$ cat config.mk
export PLATFORM = sky130hd
export DESIGN_NAME = cc_branch_resolver
export DESIGN_NICKNAME = d
export VERILOG_FILES = /design/src/rtl/cc_pkg.sv /design/src/rtl/cc_eval.sv /design/src/rtl/cc_branch_resolver.sv
export SDC_FILE = /design/constraint.sdc
export NUM_CORES = 1
export LEC_CHECK = 0
export BUFFER_PORTS_ARGS = -buffer_cell sky130_fd_sc_hd__buf_2
export CAP_MARGIN = 5
export CORE_MARGIN = 10
export CORE_UTILIZATION = 41
export CTS_BUF_LIST = sky130_fd_sc_hd__clkbuf_4 sky130_fd_sc_hd__clkbuf_8 sky130_fd_sc_hd__clkbuf_16
export DETAILED_ROUTE_END_ITERATION = 6
export HOLD_SLACK_MARGIN = 0.06
export PLACE_DENSITY = 0.83
export SLEW_MARGIN = 20
export SYNTH_ARGS = -nofsm -noshare
export SYNTH_HDL_FRONTEND = slang
export SYNTH_SLANG_ARGS = --single-unit
$ cat constraint.sdc
create_clock -name clk -period 1.55 [get_ports clk]
set_input_delay 0.0775 -clock clk [delete_from_list [all_inputs] [get_ports clk]]
set_output_delay 0.0775 -clock clk [all_outputs]
set_load 0.005 [all_outputs]
$ cat src/rtl/cc_pkg.sv
// Shared definitions for the condition-code path: condition encodings, flag bit positions
// and the result FSM state type.
package cc_pkg;

  localparam logic [3:0] CC_AL = 4'd0;
  localparam logic [3:0] CC_EQ = 4'd1;
  localparam logic [3:0] CC_NE = 4'd2;
  localparam logic [3:0] CC_CS = 4'd3;
  localparam logic [3:0] CC_CC = 4'd4;
  localparam logic [3:0] CC_MI = 4'd5;
  localparam logic [3:0] CC_PL = 4'd6;
  localparam logic [3:0] CC_VS = 4'd7;
  localparam logic [3:0] CC_VC = 4'd8;
  localparam logic [3:0] CC_HI = 4'd9;
  localparam logic [3:0] CC_LS = 4'd10;
  localparam logic [3:0] CC_GE = 4'd11;
  localparam logic [3:0] CC_LT = 4'd12;
  localparam logic [3:0] CC_GT = 4'd13;
  localparam logic [3:0] CC_LE = 4'd14;
  localparam logic [3:0] CC_NV = 4'd15;

  // Bit positions within the {C,Z,N,V} flag vector.
  localparam int unsigned CC_C = 3;
  localparam int unsigned CC_Z = 2;
  localparam int unsigned CC_N = 1;
  localparam int unsigned CC_V = 0;

  typedef enum logic {
    StEmpty = 1'b0,
    StFull  = 1'b1
  } res_state_e;

endpackage

$ cat src/rtl/cc_eval.sv
// Combinational condition evaluator: decides whether a 4-bit condition holds for a
// {C,Z,N,V} flag vector.
module cc_eval
  import cc_pkg::*;
(
  input  logic [3:0] cond_i,
  input  logic [3:0] flags_i,
  output logic       taken_o
);

  logic c, z, n, v;

  assign c = flags_i[CC_C];
  assign z = flags_i[CC_Z];
  assign n = flags_i[CC_N];
  assign v = flags_i[CC_V];

  always_comb begin
    taken_o = 1'b0;
    unique case (cond_i)
      CC_AL: taken_o = 1'b1;
      CC_EQ: taken_o = z;
      CC_NE: taken_o = !z;
      CC_CS: taken_o = c;
      CC_CC: taken_o = !c;
      CC_MI: taken_o = n;
      CC_PL: taken_o = !n;
      CC_VS: taken_o = v;
      CC_VC: taken_o = !v;
      CC_HI: taken_o = c & !z;
      CC_LS: taken_o = !c | z;
      CC_GE: taken_o = (n == v);
      CC_LT: taken_o = (n != v);
      CC_GT: taken_o = !z & (n == v);
      CC_LE: taken_o = z | (n != v);
      CC_NV: taken_o = 1'b0;
    endcase
  end

endmodule

$ cat src/rtl/cc_branch_resolver.sv
// Flag register plus branch resolver with a one-entry registered result stage.
// Define CC_BYPASS_EN to let a branch see flags written in the same cycle.
module cc_branch_resolver
  import cc_pkg::*;
#(
  parameter int unsigned WIDTH = 32
) (
  input  logic             clk,
  input  logic             rst_n,
  input  logic             flag_we,
  input  logic             c_in,
  input  logic             z_in,
  input  logic             n_in,
  input  logic             v_in,
  input  logic             br_valid,
  output logic             br_ready,
  input  logic [3:0]       br_cond,
  input  logic [WIDTH-1:0] br_target,
  input  logic [WIDTH-1:0] br_pc_next,
  output logic             res_valid,
  input  logic             res_ready,
  output logic             res_taken,
  output logic [WIDTH-1:0] res_pc,
  output logic [3:0]       flags
);

  res_state_e       state_d, state_q;
  logic [3:0]       flags_d, flags_q;
  logic             res_taken_d, res_taken_q;
  logic [WIDTH-1:0] res_pc_d, res_pc_q;
  logic [3:0]       flags_in, eval_flags;
  logic             accept, taken;

  assign flags_in = {c_in, z_in, n_in, v_in};

`ifdef CC_BYPASS_EN
  assign br_ready   = !res_valid | res_ready;
  assign eval_flags = flag_we ? flags_in : flags_q;
`else
  // Stall the branch for a cycle so it sees the flags once they are registered.
  assign br_ready   = (!res_valid | res_ready) & !flag_we;
  assign eval_flags = flags_q;
`endif

  assign accept = br_valid & br_ready;

  cc_eval u_eval (
    .cond_i  (br_cond),
    .flags_i (eval_flags),
    .taken_o (taken)
  );

  always_ff @(posedge clk or negedge rst_n) begin
    if (!rst_n) begin
      state_q     <= StEmpty;
      flags_q     <= 4'b0000;
      res_taken_q <= 1'b0;
      res_pc_q    <= '0;
    end else begin
      state_q     <= state_d;
      flags_q     <= flags_d;
      res_taken_q <= res_taken_d;
      res_pc_q    <= res_pc_d;
    end
  end

  always_comb begin
    state_d = state_q;
    unique case (state_q)
      StEmpty: if (accept) state_d = StFull;
      StFull:  if (res_ready && !accept) state_d = StEmpty;
    endcase
  end

  always_comb begin
    flags_d     = flag_we ? flags_in : flags_q;
    res_taken_d = res_taken_q;
    res_pc_d    = res_pc_q;
    if (accept) begin
      res_taken_d = taken;
      res_pc_d    = taken ? br_target : br_pc_next;
    end
  end

  always_comb begin
    res_valid = (state_q == StFull);
    res_taken = res_taken_q;
    res_pc    = res_pc_q;
    flags     = flags_q;
  end

endmodule

-- Word-level counts from Yosys, hierarchy flattened
Cells that the tools add are included.
- register bits: 38
- input bits: 77
- output and inout bits: 39
- word-level logic and storage cells: 43
- equal/unequal tests: 17
- mux-type cells: 5
- bitwise logic cells: 8
- reductions and logical operators: 9
- operator list (kind ; number):
    equality test 4 bit, second input constant ; 8
    two-way mux 32 bit ; 1
    equality test 4 x 3 -> 1 bit, second input constant ; 4
    case mux 1 bit (16 select lines) ; 1
    equality test 4 x 2 -> 1 bit, second input constant ; 2
    logical NOT 1 bit ; 7
    bitwise AND 1 bit ; 4
    equality test 4 x 1 -> 1 bit, second input constant ; 1
    logical NOT 4 bit ; 1
    bitwise OR 1 bit ; 3
    two-way mux 1 bit ; 2
    case mux 1 bit (2 select lines) ; 1
    equality test 1 bit ; 1
    logical AND 1 bit ; 1
    != test 1 bit ; 1
    NOT 1 bit ; 1

-- Depth between registers and ports, before layout
- word-level depth: 8
- mapped depth: 7
- depth with buffers taken out: 5

-- Cells and area by module
Synthesis repeated with hierarchy kept, for this count alone.
- cells, all modules: 146
- area, all modules: 2024.4 µm²
- modules (own cells, without submodules) (module ; times used ; cells an instance ; area each (µm²) ; seq. area each (µm²)):
    cc_branch_resolver ; 1 ; 119 ; 1821.7 ; 950.9
    cc_eval ; 1 ; 27 ; 202.7 ; 0.0

-- Worst setup path before layout
Ideal clock, no wire load.
- path type: reg-to-reg
- start: register flags_q[1], in the netlist flags[1]
- end: register res_pc_q[1], in the netlist res_pc[1]
- setup time: 0.142 ns
- data arrival time: 1.565 ns
- data required time: 1.408 ns
- setup slack: -0.156 ns
- stages on the path, launching flop included: 7
- buffers on the path: 1
- clock period less this slack: 1.706 ns
- cell sequence: dfrtp_1 > xnor2_1 > a31oi_2 > o32a_2 > buf_2 > nand4_1 > a31oi_1
- cells in the longest elaborated chain, start to end: 4
- elaborated cells between the ends (all ways): 7
- classes of those cells: 2 x eq/ne; 2 x mux; 2 x bitwise; 1 x reduce/logical
- RTL lines (item ; RTL line ; text):
    start: declaration ; cc_branch_resolver.sv:28 ; logic [3:0] flags_d, flags_q;
    start signal: assignment ; cc_branch_resolver.sv:61 ; flags_q <= flags_d;
    != test 1 bit or equality test 1 bit (tied branches) ; -- ;
    bitwise OR 1 bit or bitwise AND 1 bit (tied branches) ; cc_eval.sv:35, cc_eval.sv:34 ;
    case mux 1 bit (16 select lines) * ; cc_eval.sv:20 ; unique case (cond_i)
    two-way mux 32 bit * ; cc_branch_resolver.sv:81 ; res_pc_d = taken ? br_target : br_pc_next;
    end signal: assignment ; cc_branch_resolver.sv:63 ; res_pc_q <= res_pc_d;
    end: declaration ; cc_branch_resolver.sv:30 ; logic [WIDTH-1:0] res_pc_d, res_pc_q;
Mark *: on every way between the ends. The rest lies on a longest branch, timed or not.
A chain may end at the register's enable or synchronous reset.

-- Final worst setup path
- start: register flags_q[0], in the netlist flags[0]
- end: register res_pc_q[30], in the netlist res_pc[30]
The elaborated chain is that of the path after synthesis.

==> results.sh <==
export IMPL_status="finished with violations"
export IMPL_violations="negative setup slack"
export IMPL_cts_root_buffer="clkbuf_8"
export IMPL_drtIter0Drc=195
export IMPL_min_period_ps=1805
export IMPL_skew_ps=2.491
export IMPL_finalSetupViolations=33
export IMPL_hold_ws_ps=64.11
export IMPL_max_freq_mhz=554.1
export IMPL_cts_buffers=5
export IMPL_synth_edf_count=0
export IMPL_grt_max_degree=41
export IMPL_cts_sinks=38
export IMPL_drc=0
export IMPL_max_cap_violations=0
export IMPL_ys_seq_area_share_pct=43.11
export IMPL_path_cells="nor3_1 > a31oi_2 > o32a_4 > nand4_1 > a31oi_1"
export IMPL_combPwrFrac_pct=34.9
export IMPL_coreArea_um2=5172
export IMPL_critPathCaptureType="flop"
export IMPL_core_rowCount=26
export IMPL_hold_start="br_target[2]"
export IMPL_port_buffers=115
export IMPL_place_hpwl_mm=5.681
export IMPL_drt_pass1_iterations=4
export IMPL_h_tree_depth=2
export IMPL_clk_pin_slew_worst_paths_ps=70
export IMPL_critical_path_arrival_ps=1960
export IMPL_worst_path_max_fanout=32
export IMPL_ant_nets=0
export IMPL_yosysTopAreaCell="dfrtp_1"
export IMPL_r2r_start="flags[0]$_DFFE_PN0P_"
export IMPL_start_util_pct=42.65
export IMPL_vias_per_cell=5.729
export IMPL_die_width_um=93.35
export IMPL_p_per_area_nw_per_um2=956.5
export IMPL_die_area_um2=8714
export IMPL_io_pins=116
export IMPL_fin_cells=451
export IMPL_nFillCells=401
export IMPL_grt_pass1_vias=2609
export IMPL_maxSlewViolCount=0
export IMPL_rsz0062_at_grt="yes"
export IMPL_irDropWorstVdd_uv=531.8
export IMPL_ys_top_cells_by_area="dfrtp_1 (43%), o31ai_1 (11%), a31oi_1 (9.1%), nand4_1 (9.1%), nor2_1 (5.8%)"
export IMPL_min_path_type="primary input to flop"
export IMPL_worst_slack_ps=-254.7
export IMPL_syn_to_final_growth_pct=57.86
export IMPL_p_leak_nw=1.585
export IMPL_cp_data_required_time_ps=1700
export IMPL_slowest_delay_ps=490
export IMPL_synth_avg_cell_area_um2=9.549
export IMPL_antennaDiodeCount=0
export IMPL_clk_latency_ps=280
export IMPL_synthDistinctLibCells=31
export IMPL_p_clk_share_pct=25.7
export IMPL_grt_ovfl_total=0
export IMPL_period_share_pct=116.4
export IMPL_place_congestion=0.7547
export IMPL_p_sw_share_pct=30.85
export IMPL_syn_nets=308
export IMPL_tritoncts="built"
export IMPL_grtUsageTotal_pct=18.08
export IMPL_wl_mm=8.275
export IMPL_grt_pass1_wl_mm=12.99
export IMPL_antenna_found_initial=0
export IMPL_yosys_warnings=0
export IMPL_synth_cells=231
export IMPL_wire_per_inst_um=18.35
export IMPL_fp_dieH_um=93.35
export IMPL_synthMostInstantiatedCell="dfrtp_1"
export IMPL_yosys_register_bits=38
export IMPL_cp_start_kind="flop"
export IMPL_relSlewSlack_pct=71.22
export IMPL_path_class="flop to flop"
export IMPL_drive_gt1_share_pct=42.52
export IMPL_critPathLaunch="flags[0]$_DFFE_PN0P_"
export IMPL_finalHoldViolations=0
export IMPL_cp_slowest_cell="o32a_4"
export IMPL_power_switching_mw=1.028
export IMPL_pwr_share_seq_pct=39.5
export IMPL_ys_flop_type="dfrtp_1"
export IMPL_synth_commonest_cells="dfrtp_1 (38), nor2_1 (34), a31oi_1 (32), nand4_1 (32), o31ai_1 (32)"
export IMPL_clockBufferDepth=2
export IMPL_placed_cells=406
export IMPL_async_reset_ff_share_pct=100.0
export IMPL_synth_top_area_share_pct=43.11
export IMPL_route_vias_total=2584
export IMPL_intPower_mw=2.303
export IMPL_worstMarginPinSlew_ps=431.7
export IMPL_finalNetCount=458
export IMPL_syn_cell_area_um2=2206
## cell families after synthesis
family | synth area share (%)
AO/OA/AOI/OAI | 26.94
AND/OR/NAND/NOR | 17.47
flip-flops | 43.11
buffers and inverters | 7.374
multiplexers | 4.707
XOR/XNOR | 0.3971
## path summary, 6_finish.rpt
check,to,slack [ps],cells after the start
worst max-delay path,res_pc[30]$_DFFE_PN0P_,-250,5
worst min-delay path,res_pc[2]$_DFFE_PN0P_,60,3
worst max register to register,res_pc[30]$_DFFE_PN0P_,-250,5
worst min register to register,res_valid$_DFF_PN0_,530,1
max in group asynchronous,flags[1]$_DFFE_PN0P_,620,3
min in group asynchronous,res_pc[10]$_DFFE_PN0P_,270,2
## per-layer routing
layer	wire length, um	up-vias	global-route usage [%]
li1	-	1198	-
met1	2995	1220	19.70
met2	4208	142	30.86
met3	798	24	5.995
met4	272	0	8.740
met5	0	-	0
## per-stage QoR
stage / instance area [um2] / setup WS [ps] / power, mW / util [%] / TNS, ps
detailed placement: 2959 / -262.2 / 2.398 / 57.21 / -7350
finish: 3482 / -254.7 / 3.331 / 67.32 / -7291
global route: 3482 / -354.5 / 3.539 / 67.32 / -9928
global placement: 2959 / -160.3 / 2.352 / 57.21 / -4343
CTS: 3482 / -223.2 / 3.355 / 67.32 / -6022
floorplan: 2273 / -79.09 / 1.904 / - / -2349
## state kept, by name, indices dropped and copies added (netlist names)
name and count:
flags 4, res_pc 32, res_taken 1, res_valid 1
## timing repair
| item | in CTS | in global routing |
|---|---|---|
| pin swaps | 11 | 0 |
| endpoints found under the hold margin | 47 | 0 |
| gates cloned | 0 | 0 |
| endpoints found under the setup margin | 33 | 33 |
| resized for setup | 7 | 0 |
| buffers inserted | 1 | 0 |
| hold buffers | 37 | 0 |
## layout by cell type (no fill, tap or decap), types with 2 or more instances in the layout
cell / netlist / layout
inv_1: 2 / 2
nand4_1: 32 / 32
mux2_2: 5 / 5
dfrtp_2: 0 / 2
o32ai_4: 2 / 2
clkbuf_8: 0 / 6
a31oi_1: 32 / 32
o32a_4: 0 / 2
nor2_1: 34 / 34
o31ai_2: 0 / 2
buf_2: 16 / 115
dfrtp_1: 38 / 36
buf_4: 0 / 12
o31ai_1: 32 / 30
nor3_1: 2 / 2
dlygate4sd3_1: 0 / 37
a21oi_1: 2 / 2
nand3b_1: 2 / 2
nand2_1: 3 / 3
buf_12: 0 / 6
## power by group through the flow
stage	registers, mW	logic, mW	clock network (mW)
5_1_grt	1.34	1.28	0.920
3_3_place_gp	1.31	1.04	0
4_1_cts	1.31	1.16	0.877
2_1_floorplan	1.34	0.564	0
3_5_place_dp	1.33	1.07	0
6_report	1.31	1.16	0.854
## layout make-up
cell class / instances / area, um2 / area share [%]
Clock buffer: 6 / 82.58 / 2.372
Timing Repair Buffer: 171 / 1167 / 33.52
Inverter: 2 / 7.507 / 0.2156
Multi-Input combinational cell: 163 / 1154 / 33.13
Sequential cell: 38 / 953.4 / 27.38
Clock inverter: 1 / 30.03 / 0.8624
Tap cell: 70 / 87.58 / 2.515
## worst max-delay path, delay by kind of cell (launching register included)
kind / cells / cell delay, ps
simple gates: 2 / 490
flops: 1 / 470
compound gates: 3 / 710
Power figures use the tool's default switching activity.
